## src/rtl/alu_ctrl_pkg.sv

```systemverilog
// rtl/alu_ctrl_pkg.sv - opcode, ALU control encodings, FSM state and control bundle types.
package alu_ctrl_pkg;

  typedef enum logic [2:0] {
    OPC_ADD  = 3'b000,
    OPC_SUB  = 3'b001,
    OPC_ANDB = 3'b010,
    OPC_XOR  = 3'b011,
    OPC_SHL  = 3'b100,
    OPC_SHR  = 3'b101,
    OPC_BRC  = 3'b110,
    OPC_SYS  = 3'b111
  } opcode_e;

  localparam logic [1:0] ALU_OP_ADD   = 2'b00;
  localparam logic [1:0] ALU_OP_ANDB  = 2'b01;
  localparam logic [1:0] ALU_OP_XOR   = 2'b10;
  localparam logic [1:0] ALU_OP_SHIFT = 2'b11;

  localparam logic [1:0] BSEL_ZERO  = 2'b00;
  localparam logic [1:0] BSEL_SIGN  = 2'b01;
  localparam logic [1:0] BSEL_OVF   = 2'b10;
  localparam logic [1:0] BSEL_ZERO2 = 2'b11;

  typedef enum logic [1:0] {
    ST_IDLE    = 2'd0,
    ST_EXEC    = 2'd1,
    ST_RESOLVE = 2'd2,
    ST_HALT    = 2'd3
  } state_t;

  typedef struct packed {
    logic [1:0] alu_op;
    logic       sub;
    logic       branch;
    logic [1:0] branch_sel;
    logic       shift_left;
  } ctrl_t;

  localparam ctrl_t CTRL_NONE = '0;

endpackage

```

## src/rtl/alu_ctrl_lut.sv

```systemverilog
// rtl/alu_ctrl_lut.sv - combinational instruction to ALU control decode.
module alu_ctrl_lut
  import alu_ctrl_pkg::*;
#(
  parameter int INSTR_W = 9
) (
  input  logic [INSTR_W-1:0] instr,
  output ctrl_t              ctrl,
  output logic               is_nop,
  output logic               is_halt
);

  opcode_e            opc;
  logic [INSTR_W-4:0] operand;

  assign opc     = opcode_e'(instr[INSTR_W-1 -: 3]);
  assign operand = instr[INSTR_W-4:0];

  always_comb begin
    ctrl    = CTRL_NONE;
    is_nop  = 1'b0;
    is_halt = 1'b0;
    case (opc)
      OPC_ADD:  ctrl.alu_op = ALU_OP_ADD;
      OPC_SUB:  begin ctrl.alu_op = ALU_OP_ADD; ctrl.sub = 1'b1; end
      OPC_ANDB: ctrl.alu_op = ALU_OP_ANDB;
      OPC_XOR:  ctrl.alu_op = ALU_OP_XOR;
      OPC_SHL:  begin ctrl.alu_op = ALU_OP_SHIFT; ctrl.shift_left = 1'b1; end
      OPC_SHR:  ctrl.alu_op = ALU_OP_SHIFT;
      OPC_BRC: begin
        // Branch compares by subtraction; the flag picked by branch_sel is returned on alu_out[0].
        ctrl.alu_op     = ALU_OP_ADD;
        ctrl.sub        = 1'b1;
        ctrl.branch     = 1'b1;
        ctrl.branch_sel = operand[INSTR_W-4 -: 2];
      end
      OPC_SYS: begin
        is_nop  = (operand == '0);
        is_halt = (operand != '0);
      end
      default: ;
    endcase
  end

endmodule

```

## src/rtl/alu_ctrl_decoder.sv

```systemverilog
// rtl/alu_ctrl_decoder.sv - ALU control FSM with registered controls and branch resolve.
// Optional retired-instruction counter enabled by ALU_CTRL_PERF_CNT_EN.
module alu_ctrl_decoder
  import alu_ctrl_pkg::*;
#(
  parameter int INSTR_W = 9,
  parameter int CNT_W   = 16
) (
  input  logic               clk,
  input  logic               rst_n,
  input  logic [INSTR_W-1:0] instr,
  input  logic               instr_valid,
  output logic               instr_ready,
  output logic               ctrl_valid,
  input  logic               ex_ready,
  output logic [1:0]         alu_op,
  output logic               sub,
  output logic               branch,
  output logic [1:0]         branch_sel,
  output logic               shift_left,
  input  logic [7:0]         alu_out,
  output logic               branch_done,
  output logic               branch_taken,
`ifdef ALU_CTRL_PERF_CNT_EN
  output logic               halted,
  output logic [CNT_W-1:0]   retired_cnt
`else
  output logic               halted
`endif
);

  state_t state_q, state_d;
  ctrl_t  ctrl_q, ctrl_d;
  ctrl_t  lut_ctrl;
  logic   lut_nop, lut_halt;
  logic   instr_ready_q, instr_ready_d;
  logic   ctrl_valid_q, ctrl_valid_d;
  logic   branch_done_q, branch_done_d;
  logic   branch_taken_q, branch_taken_d;
  logic   halted_q, halted_d;
  logic   accept, retire;

  alu_ctrl_lut #(.INSTR_W(INSTR_W)) u_lut (
    .instr   (instr),
    .ctrl    (lut_ctrl),
    .is_nop  (lut_nop),
    .is_halt (lut_halt)
  );

  assign accept = instr_valid & instr_ready_q;

  always_comb begin
    state_d        = state_q;
    ctrl_d         = ctrl_q;
    branch_done_d  = 1'b0;
    branch_taken_d = 1'b0;
    retire         = 1'b0;
    case (state_q)
      ST_IDLE: begin
        if (accept) begin
          if (lut_halt) begin
            state_d = ST_HALT;
          end else if (lut_nop) begin
            retire = 1'b1;
          end else begin
            ctrl_d  = lut_ctrl;
            state_d = ST_EXEC;
          end
        end
      end
      ST_EXEC: begin
        if (ex_ready) begin
          if (ctrl_q.branch) begin
            state_d = ST_RESOLVE;
          end else begin
            state_d = ST_IDLE;
            retire  = 1'b1;
          end
        end
      end
      ST_RESOLVE: begin
        // Controls stay on the ALU so alu_out[0] still reflects the selected flag here.
        branch_done_d  = 1'b1;
        branch_taken_d = alu_out[0];
        retire         = 1'b1;
        state_d        = ST_IDLE;
      end
      ST_HALT: ;
      default: state_d = ST_IDLE;
    endcase
    instr_ready_d = (state_d == ST_IDLE);
    ctrl_valid_d  = (state_d == ST_EXEC);
    halted_d      = (state_d == ST_HALT);
  end

  always_ff @(posedge clk) begin
    if (!rst_n) begin
      state_q        <= ST_IDLE;
      ctrl_q         <= CTRL_NONE;
      instr_ready_q  <= 1'b0;
      ctrl_valid_q   <= 1'b0;
      branch_done_q  <= 1'b0;
      branch_taken_q <= 1'b0;
      halted_q       <= 1'b0;
    end else begin
      state_q        <= state_d;
      ctrl_q         <= ctrl_d;
      instr_ready_q  <= instr_ready_d;
      ctrl_valid_q   <= ctrl_valid_d;
      branch_done_q  <= branch_done_d;
      branch_taken_q <= branch_taken_d;
      halted_q       <= halted_d;
    end
  end

`ifdef ALU_CTRL_PERF_CNT_EN
  logic [CNT_W-1:0] retired_cnt_q, retired_cnt_d;

  always_comb begin
    retired_cnt_d = retired_cnt_q + CNT_W'(retire);
  end

  always_ff @(posedge clk) begin
    if (!rst_n) retired_cnt_q <= '0;
    else        retired_cnt_q <= retired_cnt_d;
  end

  assign retired_cnt = retired_cnt_q;
`else
  logic [CNT_W-1:0] unused_cnt_w;
  logic             unused_retire;
  assign unused_cnt_w  = '0;
  assign unused_retire = retire;
`endif

  logic unused_alu_bits;
  assign unused_alu_bits = ^alu_out[7:1];

  assign instr_ready  = instr_ready_q;
  assign ctrl_valid   = ctrl_valid_q;
  assign alu_op       = ctrl_q.alu_op;
  assign sub          = ctrl_q.sub;
  assign branch       = ctrl_q.branch;
  assign branch_sel   = ctrl_q.branch_sel;
  assign shift_left   = ctrl_q.shift_left;
  assign branch_done  = branch_done_q;
  assign branch_taken = branch_taken_q;
  assign halted       = halted_q;

endmodule

```

## config.mk

```make
export PLATFORM = sky130hd
export DESIGN_NAME = alu_ctrl_decoder
export DESIGN_NICKNAME = d
export VERILOG_FILES = /design/src/rtl/alu_ctrl_pkg.sv /design/src/rtl/alu_ctrl_lut.sv /design/src/rtl/alu_ctrl_decoder.sv
export SDC_FILE = /design/constraint.sdc
export NUM_CORES = 1
export LEC_CHECK = 0
export ABC_AREA = 1
export CAP_MARGIN = 5
export CORE_MARGIN = 4
export CORE_UTILIZATION = 40
export CTS_CLUSTER_SIZE = 12
export DETAILED_ROUTE_END_ITERATION = 8
export PLACE_DENSITY_LB_ADDON = 0.15
export SETUP_SLACK_MARGIN = 0.4
export SLEW_MARGIN = 20
export SYNTH_ARGS = -nofsm -noshare
export SYNTH_HDL_FRONTEND = slang
export SYNTH_SLANG_ARGS = --single-unit
```

## constraint.sdc

```tcl
create_clock -name clk -period 1.5 [get_ports clk]
set_input_delay 0.3 -clock clk [delete_from_list [all_inputs] [get_ports clk]]
set_output_delay 0.3 -clock clk [all_outputs]
set_load 0.01 [all_outputs]
```

# After elaboration in Yosys (flattened, before gate mapping)
# Index checks and enable logic that the tools add are counted.
[totals]
ff_bits = 14
input_bits = 21
elab_cells = 46
[op_classes]
n_eq_ne = 11
mux = 13
bitwise_logic = 3
n_reduce_logical = 8
[ops]
columns = ["cell", "count"]
rows = [
  ["$eq 3x3->1 const B", 4],
  ["$pmux 2 s3", 2],
  ["$mux 2", 5],
  ["$eq 3x2->1 const B", 2],
  ["$logic_not 6->1", 1],
  ["$reduce_bool 6->1", 1],
  ["$mux 1", 5],
  ["$eq 2x1->1 const B", 2],
  ["$eq 2x2->1 const B", 2],
  ["$logic_not 2->1", 2],
  ["$reduce_and 4->1", 1],
  ["$reduce_or 2->1", 2],
  ["$eq 3x1->1 const B", 1],
  ["$mux 3", 1],
  ["$not 1->1", 2],
  ["$reduce_and 2->1", 1],
  ["$and 1x1->1", 1],
]

# Logic depth before layout (Yosys ltp)
# Gate-level depths: netlist of run 1.
[logic_depth]
word_depth = 7
mapped_depth = 7

# Cells and area by module
# From an unflattened synthesis of run 1, not the netlist that was laid out.
[unflattened]
hier_cells = 105
hier_area_um2 = 679.4
[by_module_without_submodules]
columns = ["mod", "instances", "cells_per_inst", "area_each_um2", "seq_area_each_um2"]
rows = [
  ["alu_ctrl_decoder", 1, 79, 569.3, 280.3],
  ["alu_ctrl_lut", 1, 26, 110.1, 0.0],
]

# Least setup slack after synthesis of run 1
# No wires, ideal clock.
[synth_timing]
path_kind = "reg2reg"
from = "reg instr_ready_q (netlist: instr_ready)"
to = "reg ctrl_q (netlist bit sub)"
t_arrival_ps = 957
slack_ps = 425
stages_incl_launch_ff = 6
path_buffers = 0
synth_period_minus_slack_ps = 1075
path_cell_list = "dfxtp_1 > nand2_1 > nor2_8 > nand2_4 > nor3_1 > nor2_1"
[synth_between]
elab_chain_len = 2
[synth_lines]
columns = ["element", "line", "source"]
rows = [
  ["start: declaration", "alu_ctrl_decoder.sv:36", "logic instr_ready_q, instr_ready_d;"],
  ["start signal: assignment", "alu_ctrl_decoder.sv:108", "instr_ready_q <= instr_ready_d;"],
  ["$and 1x1->1", "alu_ctrl_decoder.sv:50", "assign accept = instr_valid & instr_ready_q;"],
  ["$reduce_and 4->1 (no source line)", "n/a", ""],
  ["end signal: assignment", "alu_ctrl_decoder.sv:107", "ctrl_q <= ctrl_d;"],
  ["end: declaration", "alu_ctrl_decoder.sv:33", "ctrl_t ctrl_q, ctrl_d;"],
]
# No other way between the ends.
# A chain may end at the register's enable or synchronous reset.

# Worst setup path in the final report of run 1
[layout_timing]
from = "in instr[3]"
to = "reg halted_q (netlist: halted)"
[layout_between]
elab_chain_len = 7
word_cells_on_any_way = 9
[layout_lines]
columns = ["element", "line", "source"]
rows = [
  ["start: declaration", "alu_ctrl_decoder.sv:11", "input logic [INSTR_W-1:0] instr,"],
  ["$logic_not 6->1", "alu_ctrl_lut.sv:38", "is_nop = (operand == '0);"],
  ["$mux 1", "alu_ctrl_lut.sv:23", "case (opc)"],
  ["$mux 2", "alu_ctrl_decoder.sv:63", "end else if (lut_nop) begin"],
  ["$mux 2 *", "alu_ctrl_decoder.sv:61", "if (lut_halt) begin"],
  ["$mux 2 *", "alu_ctrl_decoder.sv:60", "if (accept) begin"],
  ["$pmux 2 s3 *", "alu_ctrl_decoder.sv:58", "case (state_q)"],
  ["$eq 2x2->1 *", "alu_ctrl_decoder.sv:93", "halted_d = (state_d == ST_HALT);"],
  ["end signal: assignment", "alu_ctrl_decoder.sv:112", "halted_q <= halted_d;"],
  ["end: declaration", "alu_ctrl_decoder.sv:40", "logic halted_q, halted_d;"],
]
# Mark *: on every way between the ends. The rest lies on a longest branch, timed or not.

==> results of run 1 <==
## report_power, final
part | total [mW] | internal (mW) | leakage [nW] | switching (mW)
clock network | 0.273 | 0.148 | 0.0210 | 0.125
logic | 0.194 | 0.0924 | 0.336 | 0.101
registers | 0.402 | 0.394 | 0.118 | 0.00877
total | 0.869 | 0.634 | 0.475 | 0.235
## worst reg2reg max path: cells and delay by family, from the launching register on
family,cells,cell delay (ns)
DFF,1,0.33
buffers and inverters,1,0.10
and+or+nand+nor,5,0.53
## sequential cells by signal (all words and copies together) (netlist names)
| signal | flops |
|---|---|
| halted | 1 |
| sub | 1 |
| branch_taken | 1 |
| shift_left | 1 |
| state_q | 2 |
| branch_sel | 2 |
| ctrl_valid | 1 |
| branch_done | 1 |
| instr_ready | 1 |
| branch | 1 |
| alu_op | 2 |
## metrics by stage
step,setup WS (ns),hold slack [ns]
4_1_cts,0.372,0.447
6_report,0.437,0.446
2_1_floorplan,0.425,0.412
5_1_grt,0.340,0.461
3_5_place_dp,-0.0353,0.459
3_3_place_gp,-0.0253,0.449
## per-layer routing
layer	track usage, %	vias up	share of wire (%)
li1	-	336	-
met1	20.1	285	41
met2	24.9	39	48
met3	4.60	4	9.5
met4	9.94	0	1.4
met5	0	-	0
## logic make-up after synthesis
group,Yosys count
buffers and inverters,8
flip-flops,14
AO/OA/AOI/OAI,7
AND/OR/NAND/NOR,51
## synth_stat cells (2+ instances only)
| master | number | area, um^2 |
|---|---|---|
| nand2_1 | 17 | 63.8 |
| inv_2 | 3 | 11.3 |
| nand3_2 | 2 | 20.0 |
| nor3_1 | 2 | 10.0 |
| a21oi_1 | 5 | 25.0 |
| o21ai_0 | 2 | 10.0 |
| nor2_1 | 14 | 52.6 |
| nand3_1 | 6 | 30.0 |
| nand2_2 | 3 | 18.8 |
| dfxtp_1 | 14 | 280 |
| inv_1 | 5 | 18.8 |
## timing repair
action	CTS	global route
resized for setup	64	10
setup buffers	3	1
pin swaps	7	3
setup endpoints to repair	24	13
## layout make-up
cell class / instances / area, um^2
Multi-Input combinational cell: 58 / 338
Inverter: 8 / 30.0
Tap cell: 15 / 18.8
Timing Repair Buffer: 35 / 259
Clock buffer: 4 / 36.3
Sequential cell: 14 / 294
Fill cell: 103 / 390
## final timing paths
| kind | startpoint | to | depth (start not counted) |
|---|---|---|---|
| worst min register to register | shift_left$_SDFFE_PN0P_ | shift_left$_SDFFE_PN0P_ | 2 |
| worst min-delay path | instr[4] | branch_sel[0]$_SDFFE_PN0P_ | 3 |
| worst max-delay path | instr[3] | halted$_SDFF_PN0_ | 7 |
| worst max register to register | state_q[1]$_SDFF_PN0_ | sub$_SDFFE_PN0P_ | 6 |
==> metrics.md, run 1 <==
| Metric | Value |
|---|---|
| Status | `completed` |
| Count of final hold-check violations | `0` |
| Most frequent cells in the layout | `14 x nand2_1, 12 x buf_2, 11 x nor2_1, 10 x buf_4` |
| Layout Nets | `141` |
| RePlAce Congestion | `0.787` |
| Max Cap Viol | `0` |
| CTS H-tree lvls | `1` |
| CORE AREA | `0.00137 mm^2` |
| Deepest clock path buffer count | `2` |
| Critical Path End Type | `flip-flop` |
| Vias in the first global route | `596` |
| Non-Filler Instances | `134` |
| Slew Viols, Final | `0` |
| Root Buffer | `clkbuf_4` |
| Tot Pwr | `0.869 mW` |
| Initial drt markers | `8` |
| Compound-Gate Fraction of Synth Area | `5.70%` |
| Fmax | `941 MHz` |
| Worst Path Max Fanout | `3` |
| CP top delay family | `simple AND/OR/NAND/NOR gates` |
| WP buf/inv | `1` |
| Total Routing Usage GR | `16.3%` |
| Yosys warns | `0` |
| Final count of negative-setup-slack endpoints | `0` |
| Final std cell area, no fill | `976 um^2` |
| # hold bufs at CTS | `0` |
| Critical-path top delay cell | `clkdlybuf4s50_1` |
| Initial DRT Pass Iterations | `4` |
| Die Y | `47.2 um` |
| Die Span X | `47.2 um` |
| Port Buf Inserts | `25` |
| Aggregate routed wire length | `1660 um` |
| Number of synthesized flops with an enable pin | `0` |
| Ant diodes | `0` |
| Util after Layout | `71.4%` |
| Fin crit share | `70.9%` |
| Mapped Area | `614 um^2` |
| Flops & latches, synth | `14` |
| Main combinational cell family by area after synthesis | `simple AND/OR/NAND/NOR gates` |
| Placed cell areas | `928 um^2` |
| CP Launch Type | `primary input` |
| Top_reg_cell synth | `dfxtp_1` |
| Post-synthesis sequential area ratio | `45.6%` |
| Worst vdd ir | `737 uV` |
| Worst-path cell chain | `clkdlybuf4s50_1, nor2_1, nand3_2, nand2_2, nand3_2, nand2_2, nor2_1` |
| WS Path Type | `primary input to flip-flop` |
| Most common cell after layout, fill and taps aside | `nand2_1` |
| Pwr Density | `890 mW/mm^2` |
| Residual DRC | `0` |
| Simple-gate share of the synthesized area | `43.8%` |
| Overflow after GRT | `0` |
| Worst-margin pin slew | `0.226 ns` |
| Pleak | `0.475 nW` |
| Mapped Nets | `101` |
| Clock sink total | `14` |
| Worst-path clk slew | `0.09 ns` |
| Critical Path AT | `1.24 ns` |
| Library cells used by synthesis | `18` |
| Min Tclk post-route | `1.06 ns` |
| Area delta synth->final | `58.9%` |
| CTS tree | `done` |
| Clock latency on the worst-skew pair | `0.28 ns` |
| Avg Cell Area, Syn | `7.68 um^2` |
| Initial antenna violation count | `0` |
| Syn Inst Count | `80` |
| Num ports | `33` |
| Placed cells | `126` |
| Mean routed wirelength per cell | `12.4 um` |
| # rows | `13` |
| TritonCTS buffer count | `3` |
| Layout cells sized above 1 | `47.9%` |
| Largest net degree at the start of global routing | `9` |
| Post-route ant nets | `0` |
| Critical path's largest stage delay | `0.40 ns` |
| Clock Skew | `0.00663 ns` |
| Vias per std cell | `4.96` |
| Min-Delay Path Class | `primary input to flip-flop` |
| First-pass GRT wire length | `2470 um` |
| Relative slew slack | `84.8%` |
| Multiplexer share of the synthesized area | `0%` |
| RSZ-0062 raised after global routing | `yes` |
| Post-synth ARST share | `0%` |
| XOR/XNOR Fraction of Synth Area | `0%` |
| Synth Area in Adders | `0%` |
| R2r setup slk | `0.45 ns` |
| DR vias | `664` |
| DP HPWL | `1160 um` |
| Final TNS setup | `0 ns` |
| Die area | `0.00223 mm^2` |
| Initial Util | `45.0%` |
| Req. time, crit path | `1.68 ns` |
No activity file was read; power rests on OpenSTA's default activity.
==> run 2: changes to the inputs <==
--- a/config.mk
+++ b/config.mk
@@ -7,8 +7,9 @@
 export LEC_CHECK = 0
 export ABC_AREA = 1
 export CAP_MARGIN = 5
+export CORE_ASPECT_RATIO = 1.2
 export CORE_MARGIN = 4
-export CORE_UTILIZATION = 40
+export CORE_UTILIZATION = 37
 export CTS_CLUSTER_SIZE = 12
 export DETAILED_ROUTE_END_ITERATION = 8
 export PLACE_DENSITY_LB_ADDON = 0.15
==> constraint.sdc (replaced) <==
create_clock -name clk -period 1 [get_ports clk]
set_input_delay 0.2 -clock clk [delete_from_list [all_inputs] [get_ports clk]]
set_output_delay 0.2 -clock clk [all_outputs]
set_load 0.01 [all_outputs]
==> metrics.md, run 2 (synthesis results as in run 1) <==
| Metric | Value |
|---|---|
| WS Path Type | `flip-flop to flip-flop` |
| CORE AREA | `0.00150 mm^2` |
| Fin crit share | `104%` |
| Status | `finished with violations` |
| Worst vdd ir | `759 uV` |
| Final TNS setup | `-0.130 ns` |
| CTS tree | `done` |
| Largest net degree at the start of global routing | `9` |
| GR peak layer | `met2` |
| Vias per std cell | `4.72` |
| CP Launch Type | `flip-flop` |
| Worst Path Max Fanout | `7` |
| Clock Skew | `0.00721 ns` |
| Placed cells | `135` |
| Vias in the first global route | `609` |
| Layout cells sized above 1 | `58.1%` |
| Most common cell after layout, fill and taps aside | `buf_4` |
| Min-Delay Path Class | `primary input to flip-flop` |
| Ant diodes | `0` |
| Count of final hold-check violations | `0` |
| Clock latency on the worst-skew pair | `0.28 ns` |
| Initial antenna violation count | `0` |
| DP HPWL | `1250 um` |
| Layout Nets | `146` |
| RSZ-0062 raised after global routing | `yes` |
| Relative slew slack | `87.1%` |
| Die area | `0.00238 mm^2` |
| PnR worst setup slack | `-0.0366 ns` |
| Met1 usage | `16.6%` |
| Num ports | `33` |
| DR vias | `666` |
| Post-route ant nets | `0` |
| Initial Util | `40.9%` |
| Residual DRC | `0` |
| Final count of negative-setup-slack endpoints | `5` |
| Die Y | `52.6 um` |
| Fmax | `965 MHz` |
| Slew Viols, Final | `0` |
| Critical Path AT | `1.26 ns` |
| First-pass GRT wire length | `2480 um` |
| Non-Filler Instances | `141` |
| Worst-margin pin slew | `0.193 ns` |
| Initial DRT Pass Iterations | `4` |
| Aggregate routed wire length | `1690 um` |
| Deepest clock path buffer count | `2` |
| Min Tclk post-route | `1.04 ns` |
| # hold bufs at CTS | `0` |
| Worst-path clk slew | `0.09 ns` |
| Initial drt markers | `5` |
| CTS H-tree lvls | `1` |
| Total Routing Usage GR | `14.1%` |
| Root Buffer | `clkbuf_4` |
| Critical Path End Type | `flip-flop` |
| TritonCTS buffer count | `3` |
| Pwr Density | `1210 mW/mm^2` |
| Area delta synth->final | `83.1%` |
| Most frequent cells in the layout | `15 x buf_4, 12 x nand2_1, 11 x dfxtp_2, 10 x nor2_1, 10 x buf_6` |
| RePlAce Congestion | `0.798` |
| # rows | `15` |
| GR Layer Usage met3 | `3.44%` |
| Failing checks | `setup timing` |
| Max Cap Viol | `0` |
| Pleak | `0.516 nW` |
| Clock sink total | `14` |
| Met2 Track Usage GR | `24.3%` |
| Port Buf Inserts | `25` |
| Overflow after GRT | `0` |
| Mean routed wirelength per cell | `12.0 um` |
| Req. time, crit path | `1.22 ns` |
| Die Span X | `45.2 um` |
-- run 2: cell types whose count changed in the layout (fill, tap and decap cells not counted), sizes merged --
cell and change:
clkdlybuf4s50 +1, dlygate4sd2 -1, buf +5
-- run 2: metal layers --
layer,part of all wire [%],wire length [um]
met1,39,664
met4,0.71,12
met2,54,914
met5,0,0
met3,5.9,100
-- run 2: cell type report --
class | count | area [um^2]
repair buffers | 40 | 360
clock buffers | 4 | 36.3
inverters | 8 | 30.0
multi-input cells | 58 | 379
well taps | 17 | 21.3
fillers | 119 | 377
flip-flops and latches | 14 | 298
-- run 2: worst paths after layout --
check                             start                         end  slack, ns  cells after the start
min reg2reg  branch_sel[0]$_SDFFE_PN0P_  branch_sel[0]$_SDFFE_PN0P_       0.49                      2
min                            instr[8]     shift_left$_SDFFE_PN0P_       0.36                      3
max reg2reg       state_q[0]$_SDFF_PN0_           halted$_SDFF_PN0_      -0.04                      7
max               state_q[0]$_SDFF_PN0_           halted$_SDFF_PN0_      -0.04                      7
-- run 2: metrics by stage --
| step | worst slack, ns | hold slack (ns) | util, % | cell area, um^2 | total power [mW] |
|---|---|---|---|---|---|
| 3_5_place_dp | -0.450 | 0.461 | 66.8 | 1000 | 0.920 |
| 5_1_grt | -0.116 | 0.382 | 74.9 | 1120 | 1.43 |
| 4_1_cts | 0.00282 | 0.359 | 70.2 | 1050 | 1.33 |
| 3_3_place_gp | -0.393 | 0.458 | 66.8 | 1000 | 0.914 |
| 2_1_floorplan | 0.0609 | 0.312 | - | 634 | 0.757 |
| 6_report | -0.0366 | 0.365 | 74.9 | 1120 | 1.37 |
-- run 2: what timing repair did --
item	4_1_cts	5_1_grt
buffers inserted	1	1
endpoints found under the setup margin	26	26
pin swaps	9	8
gates resized for setup	72	16
gates cloned	0	0
-- run 2: critical path, stage by stage, from the launching register on --
cell and delay [ns]:
dfxtp_2 0.35, inv_2 0.06, nand2_4 0.06, nor2_8 0.17
nand3_2 0.08, nand2_2 0.11, inv_2 0.05, nor2_1 0.09
-- run 2: power breakdown --
part | internal, mW | switching (mW) | leakage, nW
clock | 0.221 | 0.191 | 0.0210
combinational | 0.177 | 0.158 | 0.375
sequential | 0.593 | 0.0253 | 0.119
==> variant (flow settings as in run 2) <==
The 4 states of `state_t` get a Gray code encoding in 2 bits.
--- a/src/rtl/alu_ctrl_pkg.sv
+++ b/src/rtl/alu_ctrl_pkg.sv
@@ -24,8 +24,8 @@
 
   typedef enum logic [1:0] {
-    ST_IDLE    = 2'd0,
-    ST_EXEC    = 2'd1,
-    ST_RESOLVE = 2'd2,
-    ST_HALT    = 2'd3
+    ST_IDLE    = 2'b00,
+    ST_EXEC    = 2'b01,
+    ST_RESOLVE = 2'b11,
+    ST_HALT    = 2'b10
   } state_t;
 
Formal check against the unedited RTL: same outputs for any inputs over 10 cycles, from zero or initial values and one cycle with rst_n low; not proved beyond that.
==> variant against run 2 <==
  * The flow still finishes with violations (setup timing)
  * Total power shrank 1.2%
  * Core utilization down 4.0 points
  * Worst setup slack lost 0.015 ns
  * Combinational power decreased by 5%
  * Sequential cell count unchanged
  * Cell area increased by 2.2%
  * Area after synthesis is 1.8% higher
  * Hold slack got worse by 0.0098 ns
  * Non-clock buffer count did not move
  * Sequential power shrank 3%
  * Critical path depth shrank 5
  * Wire length fell by 5.1%
  * Cell count is 2.8% higher
  * Largest power group unchanged
  * Highest routed layer unchanged
==> variant: results (changes against run 2) <==
- H-tree depth: 1 (unchanged)
- Most frequent cells after synthesis: nand2_1, dfxtp_1, nor2_1, inv_1, nand3_1 (was nand2_1, dfxtp_1, nor2_1, nand3_1)
- Delay-heaviest family, CP: flip-flops (was simple AND/OR/NAND/NOR gates)
- Seq/Total Area, Yosys: 44.8% (was 45.6%)
- Largest net degree at the start of global routing: 9 (unchanged)
- Post-DR vias/cell: 4.62 (was 4.72)
- Flop pwr share: 44.6% (was 45.3%)
- Antenna Cells: 0 (unchanged)
- Power Combinational: 317 µW (was 335 µW)
- # nets final: 149 (was 146)
- Final worst slack: -0.0514 ns (was -0.0366 ns)
- Final setup fails: 1 (was 5)
- P_leak: 0.000549 µW (was 0.000516 µW)
- Worst slew margin: 84.4% (was 87.1%)
- Final Wtd Congestion: 0.751 (was 0.798)
- VDD IR-drop max: 990 µV (was 759 µV)
- P_sw: 372 µW (was 375 µW)
- Unique masters post-synth: 17 (was 18)
- Worst-path fanout max: 2 (was 7)
- Synthesized Nets: 104 (was 101)
- Worst Path Arrival: 0.85 ns (was 1.26 ns)
- Iteration-0 DRC Markers: 14 (was 5)
- Tightest Hold Check Type: primary input to register (unchanged)
- Placed standard-cell area: 0.00100 mm² (about the same)
- CTS root buf: clkbuf_4 (unchanged)
- Hold path start: instr_valid (was instr[8])
- Worst setup startpoint: instr_ready (was state_q[0])
- First-pass GRT wire length: 2.65 mm (was 2.48 mm)
- Port buffer count: 25 (unchanged)
- Crit-path max cell delay: 0.33 ns (was 0.35 ns)
- Failing checks: setup timing (unchanged)
- Antenna violations before repair: 0 (unchanged)
- Routed length per placed instance: 11.1 µm (was 12.0 µm)
- 1st-pass router iterations: 4 (unchanged)
- Fillers: 139 (was 119)
- Share of cells above drive strength 1: 54.3% (was 58.1%)
- Outcome: complete, but fails checks (unchanged)
- Total Routing Usage GR: 15.4% (was 14.1%)
- Final HPWL DP: 1.14 mm (was 1.25 mm)
- CP max stage cell: dfxtp_2 (unchanged)
- Vias in the first global route: 639 (was 609)
- Max Clock Skew: 0.0116 ns (was 0.00721 ns)
- Clk_lat worst skew: 0.30 ns (was 0.28 ns)
- Longest Clk Path Bufs: 2 (unchanged)
- Top cells by area, synth: dfxtp_1, nand2_1, nor2_1 (unchanged)
==> variant: area by class of cell <==
class                   instances  area [µm²]  share of cell area (%)
repair buffers                 40         382                    33.2
flip-flops and latches         14         297                    25.8
inverters                      10        42.5                    3.70
well taps                      18        22.5                    1.96
multi-input cells              59         370                    32.2
clock buffers                   4        36.3                    3.16
==> variant: cells by family after synthesis <==
kind of cell | Yosys count | synth area share [%]
flops | 14 | 44.8
buf+inv | 10 | 6.00
simple gates | 50 | 40.2
compound gates | 9 | 9.00
==> variant: timing repair <==
action / CTS / global route
cloned: 0 / 0
pin swaps: 9 / 8
buffers inserted: 3 / 1
resized for setup: 73 / 16
setup endpoints to repair: 26 / 26
==> variant: metal layers <==
metal | vias up | GRT usage (%) | part of all wire (%)
met2 | 16 | 25.1 | 49
met1 | 298 | 17.5 | 44
met4 | 0 | 8.78 | 1.9
li1 | 352 | - | -
met3 | 4 | 4.08 | 5.7
met5 | - | 0 | 0
==> variant: final timing paths <==
kind	to	slack, ns	cells past startpoint
hold / removal	alu_op[1]	0.35	5
setup reg to reg	ctrl_valid	0	5
hold reg to reg	branch_sel[0]	0.48	2
setup / recovery	instr_ready	-0.05	2
==> variant: through the flow <==
stage	TNS, ns	total power, µW	worst slack [ns]	instances	utilization, %
4_1_cts	-0.0420	1320	-0.0156	144	66.6
6_report	-0.0514	1350	-0.0514	145	70.9
2_1_floorplan	0	721	0.0782	83	-
3_5_place_dp	-4.45	880	-0.382	137	61.8
3_3_place_gp	-4.04	877	-0.341	137	61.8
5_1_grt	-0.705	1410	-0.0840	145	70.9
==> variant: tightest hold or removal path: cells and delay by family <==
kind            cells  cell delay (ns)
simple gates        3             0.22
buf+inv             1             0.15
compound gates      1             0.05
